### src/rtl/blink_bank.sv
// blink_bank: multi-channel LED blink generator.
// A shared free-running prescaler produces one tick every 2^CBITS cycles;
// each channel toggles its LED after (div_i+1) ticks while enabled.
// Optional counted-burst mode is compiled in with the BLINK_BURST_EN macro,
// which adds the start/burst_len/busy ports and a per-channel blink count.
module blink_bank #(
  parameter int unsigned CBITS     = 12,
  parameter int unsigned CHANNELS  = 4,
  parameter int unsigned DIVBITS   = 4,
  parameter int unsigned BURSTBITS = 8
) (
  input  logic                        clk,
  input  logic                        rst,
  input  logic [CHANNELS-1:0]         en,
  input  logic [CHANNELS*DIVBITS-1:0] div,
`ifdef BLINK_BURST_EN
  input  logic [CHANNELS-1:0]         start,
  input  logic [BURSTBITS-1:0]        burst_len,
  output logic [CHANNELS-1:0]         busy,
`endif
  output logic [CHANNELS-1:0]         led,
  output logic                        flg
);

  typedef enum logic [1:0] {
    ST_OFF   = 2'd0,
    ST_RUN   = 2'd1,
    ST_BURST = 2'd2
  } state_t;

  // Reject configurations outside the supported range at elaboration.
  if (CHANNELS < 1 || CHANNELS > 32 || CBITS < 1 || DIVBITS < 1 || BURSTBITS < 1) begin : g_bad_cfg
    $error("blink_bank: unsupported parameter set");
  end

  logic [CBITS-1:0] cnt;
  logic             tick;

  // The tick is the last count before the prescaler wraps.
  assign tick = &cnt;

  // Free-running prescaler and registered heartbeat flag.
  always_ff @(posedge clk) begin
    if (rst) begin
      cnt <= '0;
      flg <= 1'b0;
    end else begin
      cnt <= cnt + CBITS'(1);
      flg <= tick;
    end
  end

  for (genvar i = 0; i < CHANNELS; i++) begin : g_ch
    state_t             st;
    state_t             st_nxt;
    logic [DIVBITS-1:0] sub;
    logic [DIVBITS-1:0] sub_nxt;
    logic [DIVBITS-1:0] dv;
    logic               led_q;
    logic               led_nxt;
    logic               wrap;
`ifdef BLINK_BURST_EN
    logic [BURSTBITS-1:0] rem;
    logic [BURSTBITS-1:0] rem_nxt;
    logic                 launch;
`endif

    assign dv   = div[i*DIVBITS +: DIVBITS];
    // >= rather than == so a divider lowered below sub still toggles next tick.
    assign wrap = (sub >= dv);
`ifdef BLINK_BURST_EN
    assign launch = start[i] && (burst_len != '0);
`endif

    // Channel state register.
    always_ff @(posedge clk) begin
      if (rst) begin
        st    <= ST_OFF;
        sub   <= '0;
        led_q <= 1'b0;
`ifdef BLINK_BURST_EN
        rem   <= '0;
`endif
      end else begin
        st    <= st_nxt;
        sub   <= sub_nxt;
        led_q <= led_nxt;
`ifdef BLINK_BURST_EN
        rem   <= rem_nxt;
`endif
      end
    end

    // Next-state logic: OFF/RUN/BURST transitions and tick-driven toggling.
    always_comb begin
      st_nxt  = st;
      sub_nxt = sub;
      led_nxt = led_q;
`ifdef BLINK_BURST_EN
      rem_nxt = rem;
`endif
      case (st)
        ST_OFF: begin
          sub_nxt = '0;
          led_nxt = 1'b0;
          if (en[i]) begin
            st_nxt = ST_RUN;
          end
`ifdef BLINK_BURST_EN
          else if (launch) begin
            st_nxt  = ST_BURST;
            rem_nxt = burst_len;
          end
`endif
        end
        ST_RUN: begin
          if (!en[i]) begin
            st_nxt  = ST_OFF;
            sub_nxt = '0;
            led_nxt = 1'b0;
          end else if (tick) begin
            if (wrap) begin
              sub_nxt = '0;
              led_nxt = ~led_q;
            end else begin
              sub_nxt = sub + DIVBITS'(1);
            end
          end
        end
`ifdef BLINK_BURST_EN
        ST_BURST: begin
          if (tick) begin
            if (wrap) begin
              sub_nxt = '0;
              led_nxt = ~led_q;
            end else begin
              sub_nxt = sub + DIVBITS'(1);
            end
          end
          if (en[i]) begin
            // Free-run takes over; the blink phase carries on uninterrupted.
            st_nxt  = ST_RUN;
            rem_nxt = '0;
          end else if (launch) begin
            rem_nxt = burst_len;
          end else if (tick && wrap && led_q) begin
            // Falling toggle completes one blink.
            if (rem == BURSTBITS'(1)) begin
              st_nxt  = ST_OFF;
              rem_nxt = '0;
              sub_nxt = '0;
              led_nxt = 1'b0;
            end else begin
              rem_nxt = rem - BURSTBITS'(1);
            end
          end
        end
`endif
        default: begin
          st_nxt  = ST_OFF;
          sub_nxt = '0;
          led_nxt = 1'b0;
        end
      endcase
    end

    // Outputs come straight from registered state.
    assign led[i] = led_q;
`ifdef BLINK_BURST_EN
    assign busy[i] = (st == ST_BURST);
`endif
  end

endmodule

### config.mk
export PLATFORM = sky130hd
export DESIGN_NAME = blink_bank
export DESIGN_NICKNAME = d
export VERILOG_FILES = /design/src/rtl/blink_bank.sv
export SDC_FILE = /design/constraint.sdc
export NUM_CORES = 1
export LEC_CHECK = 0
export ABC_AREA = 1
export ABC_CLOCK_PERIOD_IN_PS = 1900
export CORE_MARGIN = 2
export CORE_UTILIZATION = 55
export DETAILED_ROUTE_END_ITERATION = 12
export PLACE_DENSITY_LB_ADDON = 0.05
export SLEW_MARGIN = 40
export SYNTH_ARGS = -nofsm -noshare
export SYNTH_HDL_FRONTEND = slang
export SYNTH_SLANG_ARGS = --single-unit
### constraint.sdc
create_clock -name clk -period 1.9 [get_ports clk]
set_input_delay 0.38 -clock clk [delete_from_list [all_inputs] [get_ports clk]]
set_output_delay 0.38 -clock clk [all_outputs]
set_load 0.005 [all_outputs]
==> results.json <==
{
  "diodes": 0,
  "ys_warn_count": 0,
  "cts_hold_buf": 0,
  "place_area_um2": 2460,
  "grt_max_degree": 34,
  "drt-total-wl_um": 3800,
  "drv_cap": 0,
  "htree_levels": 2,
  "grt_usage_pct": 19.4,
  "cts_buffer_depth": 2,
  "rsz0062_at_grt": "no",
  "vias_per_cell": 4.84,
  "mostFrequentLayoutCells": "nand2_1, inv_1, dfxtp_1",
  "dp.cells": 374,
  "hold_depth": 1,
  "post-dp-hpwl_um": 2890,
  "fin_cells": 382,
  "cts_tree": "done",
  "synth_area_um2": 2200,
  "cts_setup_buffers": 0,
  "peakVddDrop_mv": 0.574,
  "cts.reportedPaths.clkPinSlew_ns": 0.07,
  "drcViolationCount": 0,
  "placementRows": 22,
  "cp_data_arrival_time_ns": 1.86,
  "area_delta_synth_final_pct": 17.1,
  "fin_crit_sh_pct": 88.8,
  "leakagePower_nw": 1.08,
  "drt_iter0_markers": 69,
  "hold_viol_final": 0,
  "layout_min_cycle_time_ns": 1.69,
  "core-area_um2": 3740,
  "synth-seq-cells": 37,
  "ff_latch_area_um2": 741,
  "endpoint_kind": "flop",
  "detail-route-antenna-nets": 0,
  "routabilityCongestion": 0.789,
  "slew_headroom_pct": 72.2,
  "cts_root_buf": "clkbuf_8",
  "design.die.area_um2": 4520,
  "chipWidth_um": 67.2,
  "grt_overflow": 0,
  "status": "completed",
  "netlist-cell-type-count": 26,
  "n_fill_cell": 333,
  "start_kind": "flop",
  "fin_area_um2": 2570,
  "grt_pass1_vias": 1620,
  "detail_route.wl_per_cell_um": 9.95,
  "utilization_pct": 68.8,
  "first_pass_iters": 4,
  "finClkSkew_ns": 0.00383,
  "io-pin-count": 27,
  "worst_pin_slew_ns": 0.417,
  "cts_resized": 0,
  "r2r_cells": 8,
  "critPathKind": "flop to flop",
  "antenna_found_initial": 0,
  "fin_setup_tns_ns": 0,
  "path_max_fanout": 33,
  "grt_first_pass_wirelength_um": 6750,
  "netlist_instances": 308,
  "crit_required_ns": 2.07,
  "numPortBuffers": 26,
  "final_common_cell": "nand2_1",
  "avgSynthCellArea_um2": 7.14,
  "cts_sinks": 37,
  "fmax_mhz": 593,
  "preCtsSetupSlack_ns": 0.0491,
  "initial_core_util_pct": 58.7,
  "die_h_um": 67.2,
  "final-max-slew-violation-count": 0,
  "setup_viol_count_final": 0,
  "synth_nets": 355,
  "clk-insertion-delay-late_ns": 0.28,
  "vias": 1847,
  "hold_class": "flop to flop",
  "layout_setup_ws_ns": 0.213,
  "final_nets": 380,
  "powerDensity_nw_per_um2": 691,
  "multi_input_area_um2": 1180,
  "drive_gt1_share_pct": 6.59,
  "cts_buffers": 5,
  "ys_seq_area_share_pct": 33.7
}
[final cells by class]
class | instances | share of cell area (%)
clock buffers | 7 | 3.35
clock inverters | 1 | 1.17
inverters | 53 | 7.73
multi-input cells | 208 | 45.9
flip-flops and latches | 37 | 28.8
well taps | 48 | 2.33
repair buffers | 28 | 10.7
[worst max-delay path: stages (launching register included)]
cell and delay, ns:
dfxtp_1 0.35, ha_1 0.17, nand2_1 0.10, nor2_4 0.17, nand2_2 0.12, nor2_8 0.35
nand2_1 0.09, nand2_1 0.15, nor2_1 0.07
[where the power goes]
group	internal, mW	switching (mW)
registers	0.816	0.0252
clock network	0.428	0.267
logic	0.136	0.107
[layer usage]
metal / GRT usage [%] / vias to the layer above / wire (µm)
li1: - / 1014 / -
met1: 22.6 / 800 / 1800
met2: 34.5 / 28 / 1800
met3: 6.17 / 5 / 164
met4: 4.59 / 0 / 36
met5: 0 / - / 0
[flip-flops by register name, summed over array words and instances, names as in the netlist]
register and count:
cnt 12, flg 1, g_ch.led_q 4, g_ch.st 4, g_ch.sub 16
[logic make-up after synthesis]
logic type                 Yosys count  synth area share [%]
buffers and inverters               63                  12.5
xor gates and xnor gates             4                  1.59
AOI/OAI and AO/OA                   32                  7.85
DFF                                 37                  33.7
and+or+nand+nor                    147                  30.1
adders and majority gates           25                  14.2
[synth_stat cells]
| cell | n | area, µm² |
|---|---|---|
| nand2_1 | 71 | 267 |
| inv_1 | 52 | 195 |
| dfxtp_1 | 37 | 741 |
| nor2_1 | 34 | 128 |
| ha_1 | 25 | 313 |
| a21oi_1 | 20 | 100 |
| nand3_1 | 19 | 95.1 |
| nand4_1 | 7 | 43.8 |
| o21ai_0 | 7 | 35.0 |
| buf_4 | 5 | 37.5 |
| nand2_2 | 4 | 25.0 |
| nor3_1 | 4 | 20.0 |
| xnor2_1 | 4 | 35.0 |
| nor2_4 | 3 | 33.8 |
| o21bai_1 | 3 | 22.5 |
| clkbuf_1 | 2 | 7.51 |
| nor2_2 | 2 | 12.5 |
| a21oi_2 | 1 | 8.76 |
| a31oi_1 | 1 | 6.26 |
| buf_2 | 1 | 5.00 |
| buf_6 | 1 | 11.3 |
| buf_8 | 1 | 15.0 |
| inv_2 | 1 | 3.75 |
| nand3_2 | 1 | 10.0 |
| nand3b_1 | 1 | 7.51 |
| nor2_8 | 1 | 20.0 |
[per-stage QoR]
| stage | total power, mW | hold slack [ns] |
|---|---|---|
| final | 1.78 | 0.446 |
| after global routing | 1.88 | 0.473 |
| after CTS | 1.80 | 0.450 |
| after detailed placement | 1.10 | 0.439 |
| after global placement | 1.10 | 0.431 |
| after floorplan | 1.03 | 0.418 |
[path summary, 6_finish.rpt]
| check | end | slack (ns) | from |
|---|---|---|---|
| worst min-delay path | cnt[0] | 0.45 | cnt[0] |
| worst max-delay path | g_ch[2].sub[1] | 0.21 | cnt[0] |
| worst max register to register | g_ch[2].sub[1] | 0.21 | cnt[0] |
| worst min register to register | cnt[0] | 0.45 | cnt[0] |
Power figures use the tool's default switching activity.
